`src/rtl/retire_rob.sv`:
```
// Reorder buffer with in-order retire; releases each retired entry's old_pd to rename.
// Build option: define RETIRE_DUAL_EN to allow two retires per cycle (default: one).
module retire_rob #(
    parameter int DEPTH  = 16,
    parameter int PREG_W = 6
) (
    input  logic                     clk,
    input  logic                     rst_n,
    input  logic                     en_flag_i,
    input  logic [4:0]               rd_1,
    input  logic [4:0]               rd_2,
    input  logic [PREG_W-1:0]        pd_1,
    input  logic [PREG_W-1:0]        pd_2,
    input  logic [PREG_W-1:0]        old_pd_1,
    input  logic [PREG_W-1:0]        old_pd_2,
    output logic                     rob_full,
    output logic                     rob_empty,
    output logic [$clog2(DEPTH)-1:0] rob_tag_1,
    output logic [$clog2(DEPTH)-1:0] rob_tag_2,
    input  logic                     cmp_valid_1,
    input  logic                     cmp_valid_2,
    input  logic [$clog2(DEPTH)-1:0] cmp_tag_1,
    input  logic [$clog2(DEPTH)-1:0] cmp_tag_2,
    output logic                     rt_flag_1,
    output logic                     rt_flag_2,
    output logic [PREG_W-1:0]        fp_i_1,
    output logic [PREG_W-1:0]        fp_i_2,
    output logic [1:0]               rt_count
);
    localparam int TAG_W = $clog2(DEPTH);
    localparam int CNT_W = TAG_W + 1;

    logic [TAG_W-1:0]  head;
    logic [TAG_W-1:0]  tail;
    logic [TAG_W-1:0]  tail_b;
    logic [CNT_W-1:0]  count;
    logic [DEPTH-1:0]  valid;
    logic [DEPTH-1:0]  done;
    logic [DEPTH-1:0]  has_dest;
    logic [PREG_W-1:0] pd_mem     [DEPTH];
    logic [PREG_W-1:0] old_pd_mem [DEPTH];

    logic       dispatch;
    logic       ret_a;
    logic       ret_b;
    logic [1:0] n_ret;

    // pd is kept per entry for debug visibility; nothing downstream consumes it.
    logic unused_pd;
    assign unused_pd = ^pd_mem[head];

    assign tail_b    = tail + TAG_W'(1);
    assign rob_full  = count > CNT_W'(DEPTH - 2);
    assign rob_empty = (count == '0);
    assign rob_tag_1 = tail;
    assign rob_tag_2 = tail_b;
    assign dispatch  = en_flag_i & ~rob_full;
    assign ret_a     = valid[head] & done[head];

`ifdef RETIRE_DUAL_EN
    logic [TAG_W-1:0] head_b;
    assign head_b = head + TAG_W'(1);
    assign ret_b  = ret_a & valid[head_b] & done[head_b];

    always_ff @(posedge clk or negedge rst_n) begin
        if (!rst_n) begin
            rt_flag_2 <= 1'b0;
            fp_i_2    <= '0;
        end else begin
            rt_flag_2 <= ret_b & has_dest[head_b];
            if (ret_b && has_dest[head_b])
                fp_i_2 <= old_pd_mem[head_b];
        end
    end
`else
    assign ret_b     = 1'b0;
    assign rt_flag_2 = 1'b0;
    assign fp_i_2    = '0;
`endif

    assign n_ret = {1'b0, ret_a} + {1'b0, ret_b};

    // Retire clears are written last so they win over a completion to the same entry.
    always_ff @(posedge clk or negedge rst_n) begin
        if (!rst_n) begin
            head      <= '0;
            tail      <= '0;
            count     <= '0;
            valid     <= '0;
            done      <= '0;
            rt_flag_1 <= 1'b0;
            fp_i_1    <= '0;
            rt_count  <= '0;
        end else begin
            if (cmp_valid_1 && valid[cmp_tag_1])
                done[cmp_tag_1] <= 1'b1;
            if (cmp_valid_2 && valid[cmp_tag_2])
                done[cmp_tag_2] <= 1'b1;
            if (dispatch) begin
                valid[tail]   <= 1'b1;
                done[tail]    <= 1'b0;
                valid[tail_b] <= 1'b1;
                done[tail_b]  <= 1'b0;
                tail          <= tail + TAG_W'(2);
            end
            if (ret_a) begin
                valid[head] <= 1'b0;
                done[head]  <= 1'b0;
            end
            if (ret_b) begin
                valid[head + TAG_W'(1)] <= 1'b0;
                done[head + TAG_W'(1)]  <= 1'b0;
            end
            head      <= head + TAG_W'(n_ret);
            count     <= count + CNT_W'(dispatch ? 2 : 0) - CNT_W'(n_ret);
            rt_count  <= n_ret;
            rt_flag_1 <= ret_a & has_dest[head];
            if (ret_a && has_dest[head])
                fp_i_1 <= old_pd_mem[head];
        end
    end

    // Payload fields only matter while valid is set, so they carry no reset.
    always_ff @(posedge clk) begin
        if (dispatch) begin
            has_dest[tail]     <= (rd_1 != 5'd0);
            pd_mem[tail]       <= pd_1;
            old_pd_mem[tail]   <= old_pd_1;
            has_dest[tail_b]   <= (rd_2 != 5'd0);
            pd_mem[tail_b]     <= pd_2;
            old_pd_mem[tail_b] <= old_pd_2;
        end
    end
endmodule

```
`config.mk`:
```
export PLATFORM = sky130hd
export DESIGN_NAME = retire_rob
export DESIGN_NICKNAME = d
export VERILOG_FILES = /design/src/rtl/retire_rob.sv
export SDC_FILE = /design/constraint.sdc
export NUM_CORES = 1
export LEC_CHECK = 0
export ABC_AREA = 1
export CORE_MARGIN = 1.5
export CORE_UTILIZATION = 40
export CTS_BUF_LIST = sky130_fd_sc_hd__clkbuf_2 sky130_fd_sc_hd__clkbuf_4 sky130_fd_sc_hd__clkbuf_8
export DETAILED_ROUTE_END_ITERATION = 7
export GPL_TIMING_DRIVEN = 0
export PLACE_DENSITY_LB_ADDON = 0.3
export SYNTH_ARGS = -nofsm -noshare
export SYNTH_HDL_FRONTEND = slang
export SYNTH_SLANG_ARGS = --single-unit
```
`constraint.sdc`:
```
create_clock -name clk -period 2.32 [get_ports clk]
set_input_delay 0.232 -clock clk [delete_from_list [all_inputs] [get_ports clk]]
set_output_delay 0.232 -clock clk [all_outputs]
set_load 0.05 [all_outputs]
```
==> qor.yml, run 1 <==
global_routing:
  grt_overflow: 0
  grt_usage_pct: 20.9
  first_global_vias: 5910
  grt_max_degree: 29
  antenna_found_initial: 0
  grt_first_pass_wirelength_mm: 32.1
floorplanning:
  io_pins: 73
  start_util_pct: 40.9
  rows: 51
  die_area_sq_um: 20700
  core_sq_um: 19500
  fp.dieH_microns: 144
  chipWidth_microns: 144
detailed_routing:
  wl_mm: 20.6
  drc_errors: 0
  drt_iter0_markers: 563
  dr_total_vias: 6317
  routedWlPerCell_microns: 16.9
  postRouteAntennaNets: 0
  dr.pass1.iters: 5
  viasPerCell: 5.18
worst_setup_path:
  path_class: "reg -> reg"
  path_cells: "buf_12 -> buf_8 -> nand2_1 -> o21ai_2 -> nand2_1 -> nand2_1 -> nand2_1 -> nand2_1 -> inv_2 -> nand2_4 -> and2_4 -> ha_4 -> inv_2 -> ha_4 -> fa_2"
  r2r_start: "head[0]"
  cp_num_buf_inv: 4
  crit_family: "adder cells"
  cp_max_fo: 8
  crit_path_start: "head[0]"
  cp_common_cell: "nand2_1"
  startpoint_type: "flip-flop"
  slowest_stage: "fa_2"
  cp.arrival_ps: 2730
  worstSetupEndpointType: "flip-flop"
  critPathRequiredTime_ps: 2710
  slowest_delay_ps: 520
synthesis:
  yosysSeqAreaShare_pct: 58.6
  synthArstFlopShare_pct: 31.7
  synth_top_area_share_pct: 42.3
  synth_seq_cells: 164
  yosys.area.top_type: "edfxtp_1"
  synth_ff_type: "edfxtp_1"
  syn-instance-count: 830
  synth_edf_count: 112
  synth_area_per_cell_sq_um: 9.59
  synth_area_leaders: "edfxtp_1 42%, dfrtp_1 16%, nand2_1 12%"
  syn-cell-area_sq_um: 7960
  yosysWarnings: 0
  yosysUniqueCellTypes: 32
power:
  finalPower_uw: 12500
  p_switching_uw: 5510
  seqPwrFrac_pct: 33.7
  ir_drop_uv: 435
  internal_power_uw: 7030
  leakage_uw: 0.00422
  comb_power_share_pct: 51.2
  p_sw_share_pct: 43.9
  powerDensity_nw_per_um2: 1290
  p_clk_share_pct: 15.1
cells_and_area:
  fin_area_sq_um: 9750
  fillCellCount: 1796
  antennaDiodeCount: 0
  layout-drive-gt1-share_pct: 17.4
  area.growth.synth_to_final_pct: 22.6
  final_cells: 1219
  mostFrequentLayoutCells: "259 x nand2_1, 112 x edfxtp_1, 59 x inv_1, 52 x dfrtp_1, 48 x a22oi_1"
  final_nets: 1000
  final_common_cell: "nand2_1"
cts:
  cts_tree: "done"
  cts_max_level: 4
  cts-root-buf: "clkbuf_8"
  cts_buffer_depth: 2
  clk_latency_ps: 470
  cts_buffers: 17
  clk_pin_slew_ps: 90
  cts.sinks: 164
place:
  hpwl_mm: 13.6
  routabilityCongestion: 0.865
  portBuffers: 45
  dp_cells: 1149
  dp_slack_ps: -481
  placed_cell_area_sq_um: 8800
sta:
  fmax_ghz: 0.428
  timing.final.crit_share_pct: 101
  setup_viol: 1
  fin_tns_setup_ps: -17.7
  finClkSkew_ps: 13.2
  drv_slew: 0
  maxSlewHeadroom_pct: 57.5
  grt_setup_unrepaired: "yes"
  worstMarginPinSlew_ps: 637
  finalCriticalPeriod_ps: 2340
  layout_setup_ws_ps: -17.7
  hold_violations: 0
hold_path:
  min-delay-start: "cmp_valid_2"
  hp-class: "in -> reg"
outcome:
  status: "finished, violations left"
  violations: "setup timing"
flow_run:
  max_cap_viol_count: 0
-- area by class of cell --
class                   count  area, sq um  area share, %
plain buffers              41          287           2.94
clock buffers              17          234           2.40
clock inverters            15          123           1.26
inverters                  83          352           3.60
multi-input cells         549         2860           29.3
flip-flops and latches    164         4660           47.8
well taps                 265          332           3.40
repair buffers             85          902           9.25
-- per-layer routing --
metal / up-vias / routed length (microns) / GRT usage [%]
li1: 3020 / - / -
met1: 3045 / 8900 / 27.9
met2: 225 / 9860 / 33.5
met3: 27 / 1540 / 4.70
met4: 0 / 310 / 7.73
met5: - / 0 / 0
-- logic make-up (layout without fill, tap and decap cells) --
| kind of cell | Yosys count | count (layout) | synth area share, % |
|---|---|---|---|
| buffers and inverters | 125 | 241 | 7.25 |
| AND/OR/NAND/NOR | 395 | 395 | 21.3 |
| other | 2 | 10 | 0.0944 |
| AO/OA/AOI/OAI | 126 | 126 | 10.1 |
| flip-flops | 164 | 164 | 58.6 |
| XOR/XNOR | 6 | 6 | 0.660 |
| adder cells (fa/ha/maj) | 12 | 12 | 1.98 |
-- through the flow --
| stage | utilization (%) | hold slack (ps) |
|---|---|---|
| 6_report | 50.1 | 155 |
| 5_1_grt | 50.1 | 186 |
| 4_1_cts | 48.7 | 120 |
| 3_5_place_dp | 45.2 | 273 |
| 3_3_place_gp | 45.1 | 464 |
| 2_1_floorplan | - | -63.6 |
-- worst register-to-register path, cell delays in order (launching register included) --
cell and delay (ps):
dfrtp_1 410, buf_12 180, buf_8 140, nand2_1 70, o21ai_2 50, nand2_1 60
nand2_1 120, nand2_1 60, nand2_1 70, inv_2 40, nand2_4 60, and2_4 170
ha_4 130, inv_2 40, ha_4 150, fa_2 520
-- state kept, by name, summed over array words and instances, names as in the netlist --
name / count
done: 16
has_dest: 16
rt_count: 1
valid: 16
rt_flag_1: 1
fp_i_1: 6
rob_tag_1: 3
count: 5
old_pd_mem: 96
head: 4
-- cell usage after synthesis, types with 2 or more instances --
cell type,n
nand2_1,261
edfxtp_1,112
inv_1,68
dfrtp_1,52
a22oi_1,48
nor2_1,44
nand3_1,43
a21oi_1,34
nand4_1,23
buf_4,16
o21a_1,16
clkbuf_1,13
inv_2,13
ha_1,11
o21ai_1,10
o21ai_0,9
buf_2,8
nand2_2,8
o22ai_1,8
nor2_2,7
buf_6,5
xor2_1,4
nand2_4,3
clkinv_1,2
conb_1,2
nor2_4,2
nor3_1,2
xnor2_1,2
-- what timing repair did --
action | CTS | global route
setup endpoints to repair | 9 | 124
hold endpoints to repair | 24 | 0
cloned | 2 | 0
pin swaps | 21 | 16
resized for setup | 34 | 23
hold buffers | 1 | 0
setup buffers | 18 | 18
-- path summary, 6_finish.rpt --
kind / endpoint / slack, ps / cells after the start
setup / recovery: count[2] / -20 / 15
hold / removal: done[4] / 150 / 3
setup reg to reg: count[2] / -20 / 15
hold reg to reg: fp_i_1[2] / 490 / 2
max in group asynchronous: done[3] / 1430 / 3
min in group asynchronous: rob_tag_1[3] / 310 / 2
-- power groups by stage --
stage / sequential, uW / clock (uW) / combinational (uW)
detailed placement: 4270 / 0 / 5410
finish: 4220 / 1890 / 6430
global placement: 4250 / 0 / 5320
global route: 4290 / 2030 / 7050
CTS: 4220 / 1930 / 6080
floorplan: 4420 / 0 / 3650
No activity file was read; power rests on OpenSTA's default activity.
==> run 2: changes to the inputs <==
--- a/config.mk
+++ b/config.mk
@@ -11,6 +11,7 @@
 export CTS_BUF_LIST = sky130_fd_sc_hd__clkbuf_2 sky130_fd_sc_hd__clkbuf_4 sky130_fd_sc_hd__clkbuf_8
 export DETAILED_ROUTE_END_ITERATION = 7
 export GPL_TIMING_DRIVEN = 0
+export HOLD_SLACK_MARGIN = 0.15
 export PLACE_DENSITY_LB_ADDON = 0.3
 export SYNTH_ARGS = -nofsm -noshare
 export SYNTH_HDL_FRONTEND = slang
==> run 2 against run 1 <==
Compared with the run above:
- sequential share of layout area hardly changed
- the flow still finishes with violations (setup timing)
- count of clock-buffer cells in the layout did not move
- global-route usage hardly changed
- critical path depth decreased by 1
- via count shrank 0.43%
- die area unchanged
- register-to-register slack is essentially flat
==> qor.yml, run 2 (same netlist as run 1, synthesis figures left out) <==
cells_and_area:
  final_nets: 1001  # was 1000
  largest_reg_flops: 96  # unchanged
  register_area_sq_um: 4660  # unchanged
  mostFrequentLayoutCells: "259 x nand2_1, 112 x edfxtp_1, 59 x inv_1, 52 x dfrtp_1, 48 x a22oi_1"  # unchanged
  fin_area_sq_um: 9760  # was 9750 sq um
  antennaDiodeCount: 0  # unchanged
  utilization_pct: 50.2  # was 50.1%
  fillCellCount: 1795  # was 1796
  final_common_cell: "nand2_1"  # unchanged
  multi_input_area_sq_um: 2860  # unchanged
  layout-drive-gt1-share_pct: 17.4  # about the same
  area.growth.synth_to_final_pct: 22.7  # was 22.6%
  regMostFlops: "old_pd_mem"  # unchanged
detailed_routing:
  drc_errors: 0  # unchanged
  dr.pass1.iters: 5  # unchanged
  drt_iter0_markers: 535  # was 563
  postRouteAntennaNets: 0  # unchanged
  routedWlPerCell_microns: 16.9  # about the same
  dr_total_vias: 6290  # was 6317
  viasPerCell: 5.16  # was 5.18
  wl_mm: 20.7  # was 20.6 mm
cts:
  cts_buffer_depth: 2  # unchanged
  cts_max_level: 4  # unchanged
  clk_pin_slew_ps: 90  # about the same
  cts_tree: "done"  # unchanged
  cts_buffers: 17  # unchanged
  cts-root-buf: "clkbuf_8"  # unchanged
  clk_latency_ps: 470  # about the same
  cts.sinks: 164  # unchanged
sta:
  grt_setup_unrepaired: "yes"  # unchanged
  hold_violations: 0  # unchanged
  timing.final.crit_share_pct: 100  # was 101%
  finClkSkew_ps: 14.2  # was 13.2 ps
  hold_ws_ps: 291  # was 155 ps
  fmax_ghz: 0.430  # was 0.428 GHz
  worstMarginPinSlew_ps: 641  # was 637 ps
  layout_setup_ws_ps: -5.34  # was -17.7 ps
  fin_tns_setup_ps: -5.34  # was -17.7 ps
  maxSlewHeadroom_pct: 57.3  # was 57.5%
  setup_viol: 1  # unchanged
  finalCriticalPeriod_ps: 2330  # was 2340 ps
  drv_slew: 0  # unchanged
outcome:
  violations: "setup timing"  # unchanged
  status: "finished, violations left"  # unchanged
worst_setup_path:
  worstSetupEndpointType: "flip-flop"  # unchanged
  path_class: "reg -> reg"  # unchanged
  cp_max_fo: 8  # unchanged
  cp.arrival_ps: 2720  # was 2730 ps
  startpoint_type: "flip-flop"  # unchanged
  ff2ff_path_depth: 14  # was 15
  critPathRequiredTime_ps: 2720  # was 2710 ps
global_routing:
  first_global_vias: 5916  # was 5910
  antenna_found_initial: 0  # unchanged
  grt_overflow: 0  # unchanged
  grt_first_pass_wirelength_mm: 32.1  # about the same
  grt_usage_pct: 20.9  # about the same
  grt_max_degree: 29  # unchanged
place:
  portBuffers: 45  # unchanged
  placed_cell_area_sq_um: 8800  # unchanged
  routabilityCongestion: 0.865  # unchanged
  hpwl_mm: 13.6  # unchanged
floorplanning:
  io_pins: 73  # unchanged
  rows: 51  # unchanged
  chipWidth_microns: 144  # unchanged
  core_sq_um: 19500  # unchanged
  die_area_sq_um: 20700  # unchanged
  fp.dieH_microns: 144  # unchanged
  start_util_pct: 40.9  # unchanged
hold_path:
  hp-class: "in -> reg"  # unchanged
  hold_depth: 4  # was 3
power:
  leakage_uw: 0.00422  # about the same
  powerDensity_nw_per_um2: 1280  # was 1290 nW/um^2
  ir_drop_uv: 435  # about the same
flow_run:
  max_cap_viol_count: 0  # unchanged
## run 2: worst paths after layout
kind | start | endpoint | slack, ps
setup / recovery | head[0] | count[2] | -5
hold / removal | cmp_valid_1 | done[0] | 290
setup reg to reg | head[0] | count[2] | -5
hold reg to reg | fp_i_1[2] | fp_i_1[2] | 490
max in group asynchronous | rst_n | done[3] | 1440
min in group asynchronous | rst_n | rob_tag_1[3] | 310
## run 2: metrics by stage
stage / setup WS [ps] / instances / total power [uW]
after CTS: -12.3 / 1202 / 12200
after detailed placement: -481 / 1149 / 9670
after global placement: -671 / 1148 / 9570
final: -5.34 / 1220 / 12500
after global routing: -103 / 1220 / 13400
after floorplan: 0.806 / 838 / 8070
## run 2: repair_timing
action	4_1_cts	5_1_grt
setup buffers	18	18
setup endpoints to repair	9	124
hold buffers	2	0
cloned	2	0
pin swaps	21	16
endpoints found under the hold margin	27	0
resized for setup	34	23
## run 2: layout make-up
class | count | area share [%]
clock buffer | 17 | 2.40
buffer | 41 | 2.93
clock inverter | 15 | 1.26
timing repair buffer | 86 | 9.34
inverter | 83 | 3.60
tap | 265 | 3.40
multi-input combinational | 549 | 29.3
sequential | 164 | 47.8
## run 2: report_power, final
| group | switching [uW] | internal, uW | total, uW |
|---|---|---|---|
| logic | 3950 | 2470 | 6420 |
| registers | 430 | 3790 | 4220 |
| clock network | 1130 | 767 | 1890 |
## run 2: routing by layer
layer | wire length, microns | global-route usage, %
met3 | 1540 | 4.70
met5 | 0 | 0
met2 | 9830 | 33.5
met1 | 8990 | 27.9
met4 | 294 | 7.73
## run 2: critical path: stages (launching register included)
cell and delay, ps:
dfrtp_1 420, buf_12 170, buf_12 130, nor2_4 130, a21oi_2 70, nand2_1 70, nand2_1 60, nand2_1 80
inv_2 40, nand2_4 60, and2_4 170, ha_4 120, inv_2 40, ha_4 150, fa_2 520
